==> config.mk <==
export PLATFORM = sky130hd
export DESIGN_NAME = gpu_axi_traffic_gen
export DESIGN_NICKNAME = d
export VERILOG_FILES = /design/src/rtl/gpu_axi_traffic_gen.sv
export SDC_FILE = /design/constraint.sdc
export NUM_CORES = 1
export LEC_CHECK = 0
export CORE_MARGIN = 3
export CORE_UTILIZATION = 30
export CTS_BUF_LIST = sky130_fd_sc_hd__clkbuf_4 sky130_fd_sc_hd__clkbuf_8
export CTS_CLUSTER_DIAMETER = 40
export DETAILED_ROUTE_END_ITERATION = 8
export PLACE_DENSITY = 0.63
export SLEW_MARGIN = 30
export SYNTH_ARGS = -nofsm -noshare
export SYNTH_HDL_FRONTEND = slang
export SYNTH_SLANG_ARGS = --single-unit
==> constraint.sdc <==
create_clock -name acr_clk -period 5.5 [get_ports acr_clk]
set_input_delay 1.375 -clock acr_clk [delete_from_list [all_inputs] [get_ports acr_clk]]
set_output_delay 1.375 -clock acr_clk [all_outputs]
set_load 0.03 [all_outputs]
==> src/rtl/gpu_axi_traffic_gen.sv <==
// AXI3 INCR-burst traffic master: writes address-tagged data, optionally reads it back,
// and counts response, ID, data and rlast errors in a saturating counter.
module gpu_axi_traffic_gen #(
    parameter int          ADDR_W = 32,
    parameter int          DATA_W = 64,
    parameter int          ID_W   = 8,
    parameter int unsigned ID_VAL = 0,
    parameter int          OSTD   = 4,
    parameter int          CNT_W  = 16
) (
    input  logic                  acr_clk,
    input  logic                  acr_rst,
    input  logic                  cfg_start,
    input  logic [1:0]            cfg_mode,
    input  logic [ADDR_W-1:0]     cfg_base,
    input  logic [CNT_W-1:0]      cfg_num_bursts,
    input  logic [3:0]            cfg_len,
    output logic                  busy,
    output logic                  done,
    output logic [CNT_W-1:0]      err_cnt,
    output logic [2:0]            dbg_state,
    output logic [ID_W-1:0]       axi_awid,
    output logic [ADDR_W-1:0]     axi_awaddr,
    output logic [3:0]            axi_awlen,
    output logic [2:0]            axi_awsize,
    output logic [1:0]            axi_awburst,
    output logic                  axi_awlock,
    output logic [3:0]            axi_awcache,
    output logic [2:0]            axi_awprot,
    output logic                  axi_awvalid,
    input  logic                  axi_awready,
    output logic [DATA_W-1:0]     axi_wdata,
    output logic [DATA_W/8-1:0]   axi_wstrb,
    output logic                  axi_wlast,
    output logic                  axi_wvalid,
    input  logic                  axi_wready,
    input  logic [ID_W-1:0]       axi_bid,
    input  logic [1:0]            axi_bresp,
    input  logic                  axi_bvalid,
    output logic                  axi_bready,
    output logic [ID_W-1:0]       axi_arid,
    output logic [ADDR_W-1:0]     axi_araddr,
    output logic [3:0]            axi_arlen,
    output logic [2:0]            axi_arsize,
    output logic [1:0]            axi_arburst,
    output logic                  axi_arlock,
    output logic [3:0]            axi_arcache,
    output logic [2:0]            axi_arprot,
    output logic                  axi_arvalid,
    input  logic                  axi_arready,
    input  logic [ID_W-1:0]       axi_rid,
    input  logic [DATA_W-1:0]     axi_rdata,
    input  logic [1:0]            axi_rresp,
    input  logic                  axi_rlast,
    input  logic                  axi_rvalid,
    output logic                  axi_rready
);
    localparam logic [2:0]        SIZE   = 3'($clog2(DATA_W/8));
    localparam logic [ADDR_W-1:0] STEP   = ADDR_W'(DATA_W/8);
    localparam logic [ID_W-1:0]   ID_C   = ID_W'(ID_VAL);
    localparam logic [3:0]        OSTD_C = 4'(OSTD);

    typedef enum logic [2:0] {IDLE = 3'd0, WR = 3'd1, WDRAIN = 3'd2, RD = 3'd3, DONE = 3'd4} state_t;
    state_t state_q, state_d;

    logic [1:0]        mode_q;
    logic [CNT_W-1:0]  num_q, wr_burst_q, ar_cnt_q, err_q, err_d;
    logic [3:0]        len_q, wbeat_q, rbeat_q, pend_b_q, rd_ost_q;
    logic              w_phase_q;
    logic [ADDR_W-1:0] wr_addr_q, ar_addr_q, rd_addr_q, burst_bytes;
    logic [1:0]        err_inc;
    logic [CNT_W:0]    err_sum;
    logic              start_acc, aw_hs, w_hs, w_last_hs, b_hs, ar_hs, r_hs, r_last_hs, r_exp_last;
    logic [DATA_W-1:0] exp_data;

    // Every valid is a function of registered state only, so it cannot drop before its handshake.
    assign axi_awvalid = (state_q == WR) && !w_phase_q && (pend_b_q != OSTD_C);
    assign axi_wvalid  = (state_q == WR) && w_phase_q;
    assign axi_bready  = (state_q == WR) || (state_q == WDRAIN);
    assign axi_arvalid = (state_q == RD) && (ar_cnt_q != num_q) && (rd_ost_q != OSTD_C);
    assign axi_rready  = (state_q == RD);

    assign start_acc  = (state_q == IDLE) && cfg_start;
    assign aw_hs      = axi_awvalid && axi_awready;
    assign w_hs       = axi_wvalid && axi_wready;
    assign w_last_hs  = w_hs && axi_wlast;
    assign b_hs       = axi_bvalid && axi_bready;
    assign ar_hs      = axi_arvalid && axi_arready;
    assign r_hs       = axi_rvalid && axi_rready;
    assign r_last_hs  = r_hs && axi_rlast;
    assign r_exp_last = (rbeat_q == len_q);
    assign exp_data   = DATA_W'(rd_addr_q);
    assign burst_bytes = (ADDR_W'(len_q) + ADDR_W'(1)) * STEP;

    assign axi_awid    = ID_C;
    assign axi_awaddr  = wr_addr_q;
    assign axi_awlen   = len_q;
    assign axi_awsize  = SIZE;
    assign axi_awburst = 2'b01;
    assign axi_awlock  = 1'b0;
    assign axi_awcache = 4'b0011;
    assign axi_awprot  = 3'b000;
    assign axi_wdata   = DATA_W'(wr_addr_q);
    assign axi_wstrb   = '1;
    assign axi_wlast   = (wbeat_q == len_q);
    assign axi_arid    = ID_C;
    assign axi_araddr  = ar_addr_q;
    assign axi_arlen   = len_q;
    assign axi_arsize  = SIZE;
    assign axi_arburst = 2'b01;
    assign axi_arlock  = 1'b0;
    assign axi_arcache = 4'b0011;
    assign axi_arprot  = 3'b000;

    assign busy      = (state_q == WR) || (state_q == WDRAIN) || (state_q == RD);
    assign done      = (state_q == DONE);
    assign err_cnt   = err_q;
    assign dbg_state = state_q;

    always_ff @(posedge acr_clk) begin
        if (acr_rst) state_q <= IDLE;
        else         state_q <= state_d;
    end

    always_comb begin
        state_d = state_q;
        case (state_q)
            IDLE: begin
                if (cfg_start) begin
                    if (cfg_num_bursts == '0)  state_d = DONE;
                    else if (cfg_mode == 2'd1) state_d = RD;
                    else                       state_d = WR;
                end
            end
            WR:      if (w_last_hs && (wr_burst_q == num_q - CNT_W'(1))) state_d = WDRAIN;
            WDRAIN:  if (pend_b_q == '0) state_d = mode_q[1] ? RD : DONE;
            RD:      if ((ar_cnt_q == num_q) && (rd_ost_q == '0)) state_d = DONE;
            DONE:    state_d = IDLE;
            default: state_d = IDLE;
        endcase
    end

    // A read beat scores at most one data/resp/id error plus one rlast-position error.
    always_comb begin
        err_inc = 2'd0;
        if (b_hs && ((axi_bresp != 2'b00) || (axi_bid != ID_C))) err_inc = 2'd1;
        if (r_hs) begin
            if (((mode_q != 2'd1) && (axi_rdata != exp_data)) || (axi_rresp != 2'b00) || (axi_rid != ID_C))
                err_inc = err_inc + 2'd1;
            if (axi_rlast != r_exp_last) err_inc = err_inc + 2'd1;
        end
        err_sum = {1'b0, err_q} + {{(CNT_W-1){1'b0}}, err_inc};
        err_d   = err_sum[CNT_W] ? '1 : err_sum[CNT_W-1:0];
    end

    always_ff @(posedge acr_clk) begin
        if (acr_rst) begin
            mode_q <= '0; num_q <= '0; len_q <= '0; w_phase_q <= 1'b0; wbeat_q <= '0;
            wr_burst_q <= '0; pend_b_q <= '0; ar_cnt_q <= '0; rd_ost_q <= '0; rbeat_q <= '0;
            wr_addr_q <= '0; ar_addr_q <= '0; rd_addr_q <= '0; err_q <= '0;
        end else if (start_acc) begin
            mode_q <= cfg_mode; num_q <= cfg_num_bursts; len_q <= cfg_len; w_phase_q <= 1'b0;
            wbeat_q <= '0; wr_burst_q <= '0; pend_b_q <= '0; ar_cnt_q <= '0; rd_ost_q <= '0;
            rbeat_q <= '0; wr_addr_q <= cfg_base; ar_addr_q <= cfg_base; rd_addr_q <= cfg_base;
            err_q <= '0;
        end else begin
            if (aw_hs) w_phase_q <= 1'b1;
            if (w_hs) begin
                wr_addr_q <= wr_addr_q + STEP;
                wbeat_q   <= axi_wlast ? 4'd0 : wbeat_q + 4'd1;
            end
            if (w_last_hs) begin
                w_phase_q  <= 1'b0;
                wr_burst_q <= wr_burst_q + CNT_W'(1);
            end
            pend_b_q <= pend_b_q + 4'(w_last_hs) - 4'(b_hs);
            if (ar_hs) begin
                ar_addr_q <= ar_addr_q + burst_bytes;
                ar_cnt_q  <= ar_cnt_q + CNT_W'(1);
            end
            rd_ost_q <= rd_ost_q + 4'(ar_hs) - 4'(r_last_hs);
            if (r_hs) begin
                rd_addr_q <= rd_addr_q + STEP;
                rbeat_q   <= r_exp_last ? 4'd0 : rbeat_q + 4'd1;
            end
            err_q <= err_d;
        end
    end
endmodule

Yosys cells after proc, flatten, opt, wreduce, memory -nomap -nowiden
Index checks and enable logic that the tools add are counted.
{ "classes": {"addsub": 16, "mul": 0, "div_mod_pow": 0, "magnitude_cmp": 0, "n_eq_ne": 19, "shift": 0, "muxes": 22, "bitwise": 0, "n_reduce_logical": 37} }
{ "ops": {"columns": ["op", "n"], "rows": [
  ["2-to-1 mux 32 bit", 6],
  ["adder 32 x 4 -> 32 bit (second input constant)", 2],
  ["inequality test 64 x 32 -> 1 bit", 1],
  ["adder 16 x 1 -> 16 bit (second input constant)", 2],
  ["adder 32 x 8 -> 32 bit", 1],
  ["== test 16 bit", 2],
  ["2-to-1 mux 3 bit", 6],
  ["adder 16 x 2 -> 17 bit", 1],
  ["logical AND 1 bit", 17],
  ["logical NOT 16 bit", 1],
  ["2-to-1 mux 16 bit", 1],
  ["inequality test 16 bit", 1],
  ["nonzero test 8 bit", 2],
  ["subtractor 16 x 1 -> 16 bit (second input constant)", 1],
  ["case mux 3 bit (4 select lines)", 1],
  ["2-to-1 mux 2 bit", 5],
  ["nonzero test 2 bit", 5],
  ["adder 4 x 1 -> 4 bit", 2],
  ["adder 4 x 1 -> 4 bit (second input constant)", 2],
  ["== test 4 bit", 2],
  ["logical NOT 4 bit", 2],
  ["2-to-1 mux 4 bit", 2],
  ["inequality test 2 x 1 -> 1 bit (second input constant)", 4],
  ["inequality test 4 x 3 -> 1 bit (second input constant)", 2],
  ["16 further kinds", 23]
]} }
{ "totals": {"regBits": 186, "latch_bits": 0, "ramBits": 0, "romBits": 0, "input_bits": 147, "output_inout_bits": 213, "word_cells": 109, "n_memories": 0} }

Depth between registers and ports, before layout
Gate-level depths: netlist of run 1.
{ "logic_depth": {"ltp_word": 13, "ltp_mapped": 19, "depth_no_buf": 18} }

Worst setup path after synthesis of run 1
Ideal clock, no wire load.
{ "synth_timing": {"path_kind": "in2reg", "startpoint": "input axi_bid[5]", "endpoint": "register err_q[3], in the netlist err_cnt[3]", "setup_time_ns": 0.070, "arrival_ns": 4.907, "setup_slack_ns": 0.523, "stages": 15, "n_path_buf": 1, "cell_sequence": "or4_1 > o41ai_1 > inv_1 > ha_1 > xor2_1 > o21ai_0 > ha_1 > inv_1 > fa_1 > and3b_1 > and3_1 > nand2_1 > or3_1 > clkbuf_1 > a21oi_1"} }
{ "synth_via": {"elab_chain_len": 12} }
{ "synth_lines": {"columns": ["item", "line", "source"], "rows": [
  ["start: declaration", "37", "input logic [ID_W-1:0] axi_bid,"],
  ["nonzero test 8 bit *", "146", "if (b_hs && ((axi_bresp != 2'b00) || (axi_bid != ID_C))) err_inc = 2'd1;"],
  ["logical OR 1 bit *", "146", null],
  ["logical AND 1 bit *", "146", null],
  ["2-to-1 mux 1 bit *", "146", null],
  ["adder 2 x 1 -> 2 bit", "149", "err_inc = err_inc + 2'd1;"],
  ["2-to-1 mux 2 bit", "148", "if (((mode_q != 2'd1) && (axi_rdata != exp_data)) || (axi_rresp != 2'b00) || (axi_rid != ID_C))"],
  ["2-to-1 mux 2 bit", "147", "if (r_hs) begin"],
  ["adder 2 x 1 -> 2 bit", "150", "if (axi_rlast != r_exp_last) err_inc = err_inc + 2'd1;"],
  ["2-to-1 mux 2 bit", "150", null],
  ["2-to-1 mux 2 bit *", "147", null],
  ["adder 16 x 2 -> 17 bit *", "152", "err_sum = {1'b0, err_q} + {{(CNT_W-1){1'b0}}, err_inc};"],
  ["2-to-1 mux 16 bit *", "153", "err_d = err_sum[CNT_W] ? '1 : err_sum[CNT_W-1:0];"],
  ["end signal: assignment", "186", "err_q <= err_d;"],
  ["end: declaration", "67", "logic [CNT_W-1:0] num_q, wr_burst_q, ar_cnt_q, err_q, err_d;"]
]} }
Mark *: on every way between the ends. The rest lies on a longest branch, timed or not. The select of a mux whose other input is x is not followed.
A chain may end at the register's enable or synchronous reset.

Worst setup path in the final report of run 1
{ "layout_timing": {"startpoint": "input axi_rdata[19]", "endpoint": "register err_q[9], in the netlist err_cnt[9]"} }
{ "layout_via": {"elab_chain_len": 11} }
{ "layout_lines": {"columns": ["item", "line", "source"], "rows": [
  ["start: declaration", "52", "input logic [DATA_W-1:0] axi_rdata,"],
  ["inequality test 64 x 32 -> 1 bit *", "148", null],
  ["logical AND 1 bit *", "148", null],
  ["logical OR 1 bit * (2 in a row)", "148", null],
  ["2-to-1 mux 2 bit *", "148", null],
  ["2-to-1 mux 2 bit *", "147", null],
  ["adder 2 x 1 -> 2 bit", "150", null],
  ["2-to-1 mux 2 bit *", "150", null],
  ["2-to-1 mux 2 bit *", "147", null],
  ["adder 16 x 2 -> 17 bit *", "152", null],
  ["2-to-1 mux 16 bit *", "153", null]
]} }
Marked as above.

==> results.toml, run 1 <==
[hold_path]
hold_class = "reg2reg"

[status]
status = "finished, final reports clean"

[grt]
grt_pass1_wl_um = 54900
grt_overflow = 0
grt_max_degree = 67
grt_pass1_vias = 9702
antenna_found_initial = 4
grt_usage_pct = 17.7

[timing]
finalClockSkew_ps = 19.3
setup-tns-final_ps = 0
setup_viol = 0
rsz0062_at_grt = "false"
fmax_ghz = 0.190
max-slew-margin-rel_pct = 41.2
hold_viol = 0
finalCriticalPeriod_ps = 5250
worst_slew_pin_slew_ps = 875
drv_slew = 0
fin_crit_sh_pct = 95.5

[final_layout]
mostFrequentLayoutCell = "clkdlybuf4s50_1"
area_delta_synth_final_pct = 28.1
layout_common_cells = "276 x clkdlybuf4s50_1, 186 x dfxtp_1, 127 x nand2_1, 123 x a21oi_1, 121 x xnor2_1"
fin_nets = 1762
layout-drive-gt1-share_pct = 4.51
design_area_um2 = 14300

[critical_path]
cp.arrival_ps = 5670
cp.required_ps = 5910
startpoint_type = "input port"
worst-path-max-fanout = 13
critical_path_class = "in2reg"
end_kind = "register"

[route]
dr.max_layer_used = "met5"
via_count = 10230
met1_length_um = 16000
drtAntennaViolNets = 0
route.met2.wl_um = 17300
drtPass1Iterations = 5
wire_per_inst_um = 17.7
routed_wirelength_um = 36500
drc_errors = 0
drt-initial-drc-count = 644
routed_via_density = 4.97
wl_met3_um = 2650

[power_and_ir_drop]
peakVddDrop_mv = 0.181
p_per_area_nw_per_um2 = 375
power_leakage_nw = 5.05

[die]
die_w_um = 199
ioPinCount = 360
core_um2 = 36100
design.die.area_um2 = 39500
fp.dieH_um = 199
fp-row-count = 69
initial_core_util_pct = 30.9

[clock_network]
clkTransAtPathRegs_ps = 110
htreeDepth = 4
cts_tree = "yes"
clk_path_buf_depth = 2
clk-insertion-delay-late_ps = 490
clkSinkCount = 186
cts-buffers-inserted = 17
root_buffer = "clkbuf_8"
post-cts-setup-buffers = 0

[placement]
port_buffers = 277
gp_congestion = 0.844
hpwl_um = 28400
placed_cell_area_um2 = 13900

[synthesis]
synth-warning-count = 0
synth-simple-area-share_pct = 23.8
synth_xor_area_share_pct = 13.4
muxShareOfSynthArea_pct = 0.191
synth_flop_cell = "dfxtp_1"
synthAdderAreaFrac_pct = 3.98
synth_area_um2 = 11100
synth_compound_area_share_pct = 13.4
synth-seq-area-share_pct = 33.4
synthCells = 1365
synth_top_family_by_area = "simple AND/OR/NAND/NOR gates"
synth_edf_count = 0
synth_cell_type_count = 60
synth-seq-cells = 186
async_reset_ff_share_pct = 0
synth.avg_cell_area_um2 = 8.16

[flow_run]
cap_violations = 0
==> cells in the mapped netlist (all sizes together) (2+ instances only) <==
library cell / instances / area [µm²]
a21o: 6 / 45.0
conb: 2 / 7.51
nor3b: 4 / 30.0
nor2b: 5 / 31.3
and3: 21 / 131
nor2: 88 / 330
o211ai: 6 / 45.0
a311oi: 6 / 52.6
nand4: 47 / 300
a211oi: 19 / 148
nand3b: 4 / 30.0
o31ai: 9 / 67.6
fa: 4 / 80.1
or2: 5 / 31.3
dfxtp: 186 / 3720
nand2b: 8 / 50.1
a22oi: 2 / 15.0
a32oi: 2 / 17.5
o21a: 2 / 15.0
inv: 42 / 158
nand3: 44 / 220
nor3: 46 / 230
and2: 14 / 87.6
or4: 21 / 158
o21ai: 19 / 95.1
and4b: 2 / 20.0
o21bai: 30 / 225
a21oi: 123 / 616
or3: 11 / 68.8
a21boi: 2 / 15.0
and3b: 2 / 17.5
and4: 24 / 210
buf: 139 / 990
xor2: 49 / 429
nor4: 26 / 163
xnor2: 121 / 1060
nor4bb: 3 / 30.0
nand2: 127 / 477
clkbuf: 43 / 161
a31oi: 9 / 56.3
ha: 29 / 363
==> layout make-up <==
cell class              count  area (µm²)
well taps                 461         577
multi-input cells        1035        6450
clock inverters            13         158
inverters                  42         158
flip-flops and latches    186        3720
clock buffers              19         249
fillers                  3679       21800
repair buffers            300        2950
diodes                      2        5.00
==> metal layers <==
metal | up-vias | track usage (%)
li1 | 5036 | -
met1 | 4848 | 23.1
met2 | 310 | 29.5
met3 | 32 | 4.34
met4 | 4 | 4.32
met5 | - | 0
==> logic make-up after synthesis <==
| group | Yosys count |
|---|---|
| buffers and inverters | 224 |
| xor gates and xnor gates | 170 |
| and+or+nand+nor | 506 |
| adders and majority gates | 33 |
| AOI/OAI and AO/OA | 242 |
| DFF | 186 |
| muxes | 2 |
| other | 2 |
==> power breakdown <==
part           internal, W  switching (W)  total [W]  leakage [nW]
clock network     0.000427       0.000558   0.000986         0.207
logic             0.000984        0.00142    0.00240          3.32
registers          0.00159       0.000378    0.00197          1.52
total              0.00300        0.00235    0.00536          5.05
==> sequential cells by signal, summed over array words and instances, names as in the netlist <==
| signal | flops |
|---|---|
| axi_araddr | 32 |
| axi_awaddr | 32 |
| rd_addr_q | 32 |
| ar_cnt_q | 16 |
| err_cnt | 16 |
| num_q | 16 |
| wr_burst_q | 16 |
| axi_arlen | 4 |
| pend_b_q | 4 |
| rbeat_q | 4 |
| rd_ost_q | 4 |
| wbeat_q | 4 |
| dbg_state | 3 |
| mode_q | 2 |
| w_phase_q | 1 |
==> critical path, stage by stage <==
cell and delay (ps):
clkdlybuf4s50_1 510, xnor2_1 130, nand4_1 110, nor4_1 350, buf_4 190, a32o_1 240
nand4_1 160, ha_1 330, xor2_1 160, o21ai_0 170, ha_1 200, inv_1 50
fa_1 380, and3b_1 230, and3_1 210, nand2_1 70, or3_1 580, a21oi_1 210
==> worst paths after layout <==
kind / depth (start not counted) / to / startpoint / slack, ps
max: 18 / err_cnt[9] / axi_rdata[19] / 250
min: 2 / axi_araddr[1] / axi_araddr[1] / 470
max reg2reg: 17 / err_cnt[9] / rd_addr_q[19] / 1130
min reg2reg: 2 / axi_araddr[1] / axi_araddr[1] / 470
==> stage by stage <==
stage | hold slack [ps] | power [W] | utilization [%] | instances | setup WS, ps
floorplan | 436 | 0.00354 | - | 1445 | 523
global placement | 446 | 0.00437 | 38.4 | 2024 | -239
detailed placement | 457 | 0.00441 | 38.4 | 2024 | -312
CTS | 471 | 0.00540 | 39.5 | 2056 | 207
global route | 497 | 0.00568 | 39.5 | 2057 | 28.0
finish | 465 | 0.00536 | 39.6 | 2058 | 245
==> timing repair <==
| action | CTS | global route |
|---|---|---|
| resized for setup | 0 | 1 |
| hold buffers | 0 | 0 |
| setup endpoints to repair | 0 | 13 |
(Power assumes the default switching activity.)
==> inputs of run 2 (changes only) <==
--- a/config.mk
+++ b/config.mk
@@ -5,6 +5,7 @@
 export SDC_FILE = /design/constraint.sdc
 export NUM_CORES = 1
 export LEC_CHECK = 0
+export ABC_CLOCK_PERIOD_IN_PS = 5500
 export CORE_MARGIN = 3
 export CORE_UTILIZATION = 30
 export CTS_BUF_LIST = sky130_fd_sc_hd__clkbuf_4 sky130_fd_sc_hd__clkbuf_8
==> results of run 2 <==
Same layout as run 1: the final DEF is identical, and so are final timing and power.
